`src/rtl/pipeline_flow_ctrl.sv`:
```
// pipeline_flow_ctrl: stall/flush/redirect control for a 5-stage pipeline with
// precise exceptions at M, eret handling and a saturating stall counter.
module pipeline_flow_ctrl (
    input  logic        clk,
    input  logic        reset,
    input  logic        hz_stall,
    input  logic        md_stall,
    input  logic        exc_M,
    input  logic        bd_M,
    input  logic [31:0] pc_M,
    input  logic        eret_M,
    input  logic        exl,
    output logic        en_F,
    output logic        en_D,
    output logic        en_E,
    output logic        en_M,
    output logic        flush_D,
    output logic        flush_E,
    output logic        flush_M,
    output logic        flush_W,
    output logic [1:0]  pc_sel,
    output logic        epc_we,
    output logic [31:0] epc_data,
    output logic        exl_set,
    output logic        exl_clr,
    output logic [1:0]  state,
    output logic [15:0] stall_cnt
);
    typedef enum logic [1:0] {RUN = 2'b00, FLUSH = 2'b01} state_t;
    state_t      state_q, state_d;
    logic [15:0] cnt_q, cnt_d;
    logic        run, flsh, exc, eret, stall;
    always_comb begin
        run      = state_q == RUN;
        flsh     = state_q == FLUSH;
        exc      = run & exc_M & ~exl;
        eret     = run & eret_M & ~exc;
        stall    = run & ~exc & ~eret_M & (hz_stall | md_stall);
        // Any state other than RUN (FLUSH or an unused code) returns to RUN.
        state_d  = (exc | eret) ? FLUSH : RUN;
        cnt_d    = (stall && cnt_q != 16'hFFFF) ? cnt_q + 16'd1 : cnt_q;
        en_F     = reset & ~stall;
        en_D     = reset & ~stall;
        en_E     = reset;
        en_M     = reset;
        flush_D  = ~reset | exc | eret | flsh;
        flush_E  = ~reset | exc | eret | stall;
        flush_M  = ~reset | exc | eret;
        flush_W  = ~reset | exc;
        pc_sel   = ~reset ? 2'b00 : exc ? 2'b01 : eret ? 2'b10 : 2'b00;
        epc_we   = reset & exc;
        exl_set  = reset & exc;
        exl_clr  = reset & eret;
        epc_data = {pc_M[31:2], 2'b00} - (bd_M ? 32'd4 : 32'd0);
        state    = state_q;
        stall_cnt = cnt_q;
    end
    always_ff @(posedge clk or negedge reset) begin
        if (!reset) begin
            state_q <= RUN;
            cnt_q   <= '0;
        end else begin
            state_q <= state_d;
            cnt_q   <= cnt_d;
        end
    end
endmodule

```
`config.mk`:
```
export PLATFORM = sky130hd
export DESIGN_NAME = pipeline_flow_ctrl
export DESIGN_NICKNAME = d
export VERILOG_FILES = /design/src/rtl/pipeline_flow_ctrl.sv
export SDC_FILE = /design/constraint.sdc
export NUM_CORES = 1
export LEC_CHECK = 0
export CAP_MARGIN = 10
export CORE_UTILIZATION = 34
export DETAILED_ROUTE_END_ITERATION = 10
export PLACE_DENSITY_LB_ADDON = 0.15
export SYNTH_ARGS = -nofsm -noshare
export SYNTH_HDL_FRONTEND = slang
export SYNTH_SLANG_ARGS = --single-unit
```
`constraint.sdc`:
```
create_clock -name clk -period 2.18 [get_ports clk]
set_input_delay 0.545 -clock clk [delete_from_list [all_inputs] [get_ports clk]]
set_output_delay 0.545 -clock clk [all_outputs]
set_load 0.01 [all_outputs]
```
# Word-level counts from Yosys, hierarchy flattened
# Cells that the tools add are included.
# op_classes
muxes	5
eq_ne	2
n_reduce_logical	2
add_sub_neg	2
bitwise_logic	21
# ops
operator	count
subtractor 32 x 3 -> 32 bit	1
adder 16 x 1 -> 16 bit, second input constant	1
inequality test 16 bit, second input constant	1
bitwise AND 1 bit	10
2-to-1 mux 2 bit	3
OR 1 bit	6
inverter 1 bit	5
2-to-1 mux 3 bit	1
zero test 2 bit	1
== test 1 bit, second input constant	1
logical AND 1 bit	1
2-to-1 mux 1 bit	1
# totals
input_bits	40
out_inout_bits	63
word_cells	34
regBits	17

# Depth between registers and ports, before layout
# Gate-level depths: netlist of run 1.
# logic_depth
ltp_word	9
depth_mapped	6
depth_no_buf	6

# Worst setup path before layout of run 1
# OpenSTA, ideal clock, no wires.
# synth_path
path_type	input-to-output
start	input pc_M[2]
end	output epc_data[25]
path_slack_ns	-0.180
required_time_ns	1.635
t_arrival_ns	1.815
cell_stages	6
path_buffers	0
cell_sequence	inv_1 > ha_1 > nor2b_1 > nand4_2 > nor3_2 > xor2_1
# synth_between
elab_chain_len	1
# synth_rtl
element	line_no	rtl
start: declaration	10	input logic [31:0] pc_M,
subtractor 32 x 3 -> 32 bit	54	epc_data = {pc_M[31:2], 2'b00} - (bd_M ? 32'd4 : 32'd0);
end: declaration	23	output logic [31:0] epc_data,
# Every way passes these cells.

# Worst setup path after layout of run 1
# layout_path
start	input pc_M[7]
end	output epc_data[23]
# The elaborated chain is that of the path after synthesis.

==> results of run 1 <==
metrics by stage:
step	setup slack, ns	area [um2]	instances	TNS, ns
6_report	-0.346	3410	416	-5.65
3_5_place_dp	-1.12	3080	390	-31.96
4_1_cts	-0.380	3370	411	-4.55
3_3_place_gp	-1.10	3080	390	-30.90
2_1_floorplan	-0.134	1710	185	-0.870
5_1_grt	-0.417	3410	416	-7.15
area by class of cell:
cell class              instances  area [um2]
clock buffers                   3        41.3
clock inverters                 1        5.00
fillers                       392        1340
inverters                       4        15.0
multi-input cells             152        1460
flip-flops and latches         17         425
well taps                      67        83.8
repair buffers                172        1390
logic make-up (layout without fill, tap and decap cells):
family                   after synthesis  count (layout)
AO/OA/AOI/OAI                         15              15
XOR/XNOR                              37              37
adder cells (fa/ha/maj)                3               3
buffers and inverters                 16             180
flip-flops                            17              17
multiplexers                           3               3
other                                  1               3
AND/OR/NAND/NOR                       91              91
critical path: stages:
cell and delay (ns):
buf_8 0.10, nor4_4 0.25, buf_4 0.18, nand4_4 0.17
buf_4 0.19, buf_6 0.12, nor3_4 0.10, xor2_1 0.16
buf_2 0.16
registers in the layout, indices dropped and copies added (netlist names):
| signal | cells |
|---|---|
| state | 1 |
| stall_cnt | 16 |
cell usage in the layout, fill, tap and decap left out, types with 4 or more instances in the layout:
master           count
xnor2_1             15
nand3_1              5
nor2_4               6
buf_4               56
nor2_1               8
xor2_1              20
buf_6               24
nor4_4               7
dfrtp_1             17
clkdlybuf4s50_1     22
buf_2               38
nor3_4               8
nand2_1              9
dlygate4sd2_1       20
clkdlybuf4s15_2      4
clkbuf_2             5
nand4_1              8
and3_1               4
power groups by stage:
stage / registers [mW] / clock network, mW / logic [mW]
2_1_floorplan: 0.444 / 0 / 0.200
3_5_place_dp: 0.434 / 0 / 0.594
6_report: 0.431 / 0.234 / 0.593
4_1_cts: 0.432 / 0.243 / 0.588
3_3_place_gp: 0.436 / 0 / 0.586
5_1_grt: 0.440 / 0.256 / 0.634
timing repair:
item / in CTS / in global routing
gates resized for setup: 301 / 14
cloned: 0 / 0
endpoints found under the hold margin: 0 / 0
buffers inserted: 17 / 5
setup endpoints to repair: 43 / 28
pin swaps: 50 / 13
path summary, 6_finish.rpt:
path                                    from            end  slack (ns)  depth (start not counted)
worst max register to register  stall_cnt[0]   stall_cnt[1]        0.32                          5
worst max-delay path                 pc_M[7]   epc_data[23]       -0.35                          9
max in group asynchronous              reset   stall_cnt[5]        1.51                          2
worst min register to register  stall_cnt[8]   stall_cnt[8]        0.53                          1
min in group clk                stall_cnt[8]   stall_cnt[8]        0.53                          1
worst min-delay path                   reset  stall_cnt[10]        0.48                          2
metal layers:
metal	up-vias	track usage [%]	routed length, um
met5	-	0	0
met4	0	4.58	70
met3	8	3.89	333
met2	70	41.1	3020
met1	939	28.7	2440
li1	975	-	-
==> impl_metrics.ini, run 1 <==
[outcome]
run_status = finished, violations left
failed_checks = negative setup slack

[synth]
synth.cells.most_frequent = xor2_1 (21), dfrtp_1 (17), xnor2_1 (16)
largest_family_of_logic_cells_by_synthesized_area = simple AND/OR/NAND/NOR gates
most_common_cell_in_the_synthesized_netlist = xor2_1
synth.distinct_cells = 45
synth_xor_area_share_pct = 19.3
synth_compound_area_share_pct = 6.92
yosysWarningCount = 0
post_synth_top_area_share_pct = 25.3
synth_top_area_cell = dfrtp_1
postSynthAreaPerCell_um2 = 9.19
post_synth_main_area_contributors = dfrtp_1 (25%), xor2_1 (11%), xnor2_1 (8.3%)
synth_simple_gate_area_share_pct = 37.6
share_of_synthesized_cell_area_in_full_adder_half_adder_and_majority_cells_pct = 2.23
flip_flop_and_latch_count_after_synthesis = 17
post_synth_instance_area_mm2 = 0.00168
yosysSeqAreaShare_pct = 25.3
synth.area.mux_share_pct = 2.23
synth_cells = 183
synth_enable_flop_cells = 0
async_reset_ff_share_pct = 100
ys_dominant_reg_cell = dfrtp_1

[timing]
final.period_utilization_pct = 116
clock_skew_ns = 0.00416
timing_hold_violations_final = 0
setup_violations = 25
post-route-worst-setup-slack_ns = -0.346
unrepaired_setup_endpoints_after_global_routing = yes
timing.hold.ws_ns = 0.480
finalMaxSlewViolations = 0
fmaxAchievable_mhz = 396
post_layout_min_period_ns = 2.53

[floorplanning]
placeable_core_region_mm2 = 0.00475
top_level_ports = 103
starting_utilization_of_the_core_area_pct = 35.4
die-area_mm2 = 0.00523
die_width_um = 72.3
die_height_um = 72.3
placement_rows = 25

[final_layout]
final_layout_size_suffix_gt1_share_pct = 54.4
area.growth.synth_to_final_pct = 103
nets = 393
finish.utilization_pct = 71.8
antennaDiodeCount = 0

[route]
drt_first_iter_violations = 50
detail_route.first_pass.iterations = 4
detail_route.wl_per_cell_um = 14.1
drt_drc_violations_left = 0
wl_um = 5870
route.antenna.remaining_nets = 0
detailroute.via_count = 1992
drt-vias-per-instance = 4.79

[power_and_ir_drop]
p_leak_nw = 1.63
fraction_of_power_spent_switching_nets_pct = 34.6
max-vdd-ir-drop_mv = 0.537
internal_power_summed_over_all_cells_uw = 823
power.sequential.fraction_pct = 34.3
clkPwrFrac_pct = 18.6
report.power.total_mw = 1.26
netSwitchingPower_uw = 435
power-per-cell-area_mw_per_mm2 = 368
combPwrFrac_pct = 47.1

[cts]
worstSkewPairLatency_ns = 0.25
number_of_clock_sinks_seen_by_cts = 17
clockRootBuffer = clkbuf_8
worst_setup_hold_path_clk_slew_ns = 0.07
max-clock-path-buffers = 2
tritoncts = built
ctsHoldBuffers = 0
htreeDepth = 1
cts_buffers = 3

[grt]
pin_count_of_the_biggest_net_entering_global_routing = 18
vias_in_the_first_global_route = 2009
antenna_found_initial = 0
grt_usage_pct = 22.9
gr-total-overflow = 0
grt_pass1_wl_um = 9480

[flow_run]
maxCapViolCount = 0

[place]
numPortBuffers = 97
dp_hpwl_um = 4230
gp_congestion = 0.831

[setup_path]
setup.worst_path.end_class = primary output
worst-endpoint-required_ns = 1.63
worst_setup_path_start_kind = input pin
critical_path.max_fanout = 5
timing_worst_setup_path_type = in2out
worst-endpoint-arrival_ns = 1.98

[min_path]
hold_class = in2async
Power figures use the tool's default switching activity.
==> run 2, diff against run 1 <==
CORE_UTILIZATION = 41   (was 34)
clock period = 3.1 ns   (was 2.18 ns; I/O delays follow)
==> run 2 against run 1 <==
Against the previous run: the flow still finishes with violations (negative setup slack); first-iteration DRC count rose by 140%; wire length rose by 20%; register-to-register slack improved by 0.65 ns; die area fell by 17%; hold slack improved by 0.050 ns; clock power fell by 29%; critical path type unchanged.
==> impl_metrics.ini, run 2 (synthesis gave the netlist of run 1 again) <==
[route]
detail_route.first_pass.iterations = 4
drt_drc_violations_left = 0
drt-vias-per-instance = 5.47
drt_first_iter_violations = 121
route.antenna.remaining_nets = 0
detailroute.via_count = 2115
detail_route.wl_per_cell_um = 18.2
wl_um = 7030

[final_layout]
fillers = 177
layout_commonest_cell = buf_4
finish.utilization_pct = 87.2
most-common-layout-cells = buf_4 (54), clkdlybuf4s50_1 (39), xor2_1 (21)
stdcell_count = 387
area.growth.synth_to_final_pct = 96.9
antennaDiodeCount = 0
register_area_um2 = 425
largest_reg_flops = 16
final_layout_size_suffix_gt1_share_pct = 42.8
final_area_mm2 = 0.00331
multi_input_area_mm2 = 0.00139
nets = 383

[setup_path]
timing_worst_setup_path_type = in2out
slowest_stage_cell_cp = nor4_2
worst-endpoint-arrival_ns = 2.38
critical_path.max_fanout = 3
worst-endpoint-required_ns = 2.32
path_cells = clkdlybuf4s15_1 > nor4_2 > nand4_1 > buf_6 > buf_4 > nor3_2 > xor2_1 > clkbuf_2
critPathMaxStageDelay_ns = 0.27
worst_setup_path_start_kind = input pin
setup.worst_path.end_class = primary output

[place]
gp_congestion = 0.819
numPortBuffers = 97
place_worst_setup_slack_ns = -0.684
placed_cells = 361
dp_hpwl_um = 4030
placedInstanceArea_mm2 = 0.00297

[grt]
antenna_found_initial = 0
pin_count_of_the_biggest_net_entering_global_routing = 17
grt_usage_pct = 30.1
grt_pass1_wl_um = 10100
vias_in_the_first_global_route = 2106
gr-total-overflow = 0

[timing]
timing.hold.ws_ns = 0.530
timing_hold_violations_final = 0
setup_violations = 3
unrepaired_setup_endpoints_after_global_routing = yes
post-route-worst-setup-slack_ns = -0.0590
fmaxAchievable_mhz = 317
final.period_utilization_pct = 102
clock_skew_ns = 0.00556
fin_tns_setup_ns = -0.0916
finalMaxSlewViolations = 0
post_layout_min_period_ns = 3.16

[outcome]
failed_checks = negative setup slack
run_status = finished, violations left

[cts]
htreeDepth = 1
max-clock-path-buffers = 2
worst_setup_hold_path_clk_slew_ns = 0.07
cts_buffers = 3
tritoncts = built
number_of_clock_sinks_seen_by_cts = 17
ctsHoldBuffers = 0
worstSkewPairLatency_ns = 0.25
clockRootBuffer = clkbuf_8

[power_and_ir_drop]
report.power.total_uw = 879
power-per-cell-area_mw_per_mm2 = 265
p_leak_nw = 1.56
max-vdd-ir-drop_mv = 0.491

[floorplanning]
die-area_mm2 = 0.00436
placeable_core_region_mm2 = 0.00380
die_height_um = 66.0
die_width_um = 66.0
starting_utilization_of_the_core_area_pct = 44.3
placement_rows = 22
top_level_ports = 103

[min_path]
hold_class = reg2reg

[flow_run]
maxCapViolCount = 0
run 2: changes by cell type in the layout (fill, tap and decap cells not counted), moves of 5 or more:
cell             change
buf_2               -23
buf_6               -15
clkbuf_2             +6
clkdlybuf4s15_1      +5
clkdlybuf4s50_1     +17
dlymetal6s2s_1       +5
nor2_4               -5
run 2: final timing paths:
kind	cells after the start	start	slack [ns]	to
hold / removal	1	stall_cnt[15]	0.53	stall_cnt[15]
max in group asynchronous	2	reset	2.00	stall_cnt[10]
setup / recovery	8	pc_M[22]	-0.06	epc_data[28]
hold reg to reg	1	stall_cnt[15]	0.53	stall_cnt[15]
min in group asynchronous	2	reset	0.86	state[0]
setup reg to reg	5	stall_cnt[0]	0.97	stall_cnt[1]
run 2: repair_timing:
action                     in CTS  in global routing
gates resized for setup       143                 49
cloned                          2                  0
setup endpoints to repair      30                 22
setup buffers                  14                  6
pin swaps                      23                 18
run 2: report_power, final:
group | switching, mW | internal [mW] | total (mW)
Clock | 0.0756 | 0.0890 | 0.165
Combinational | 0.182 | 0.230 | 0.411
Sequential | 0.0495 | 0.253 | 0.303
run 2: routing by layer:
| metal | wire length [um] | GRT usage (%) | part of all wire (%) |
|---|---|---|---|
| met1 | 2560 | 33.0 | 36 |
| met2 | 3670 | 57.0 | 52 |
| met3 | 519 | 5.34 | 7.4 |
| met4 | 281 | 10.9 | 4.0 |
| met5 | 0 | 0 | 0 |
run 2: layout make-up:
| cell class | instances | share of cell area [%] |
|---|---|---|
| multi-input cells | 153 | 41.8 |
| repair buffers | 161 | 41.6 |
| flip-flops and latches | 17 | 12.8 |
| well taps | 48 | 1.81 |
| clock buffers | 3 | 1.25 |
| inverters | 4 | 0.454 |
| clock inverters | 1 | 0.151 |
run 2: critical path, delay by kind of cell:
family                    cells  cell delay [ns]
xor gates and xnor gates      1             0.23
buffers and inverters         4             0.72
and+or+nand+nor               3             0.65
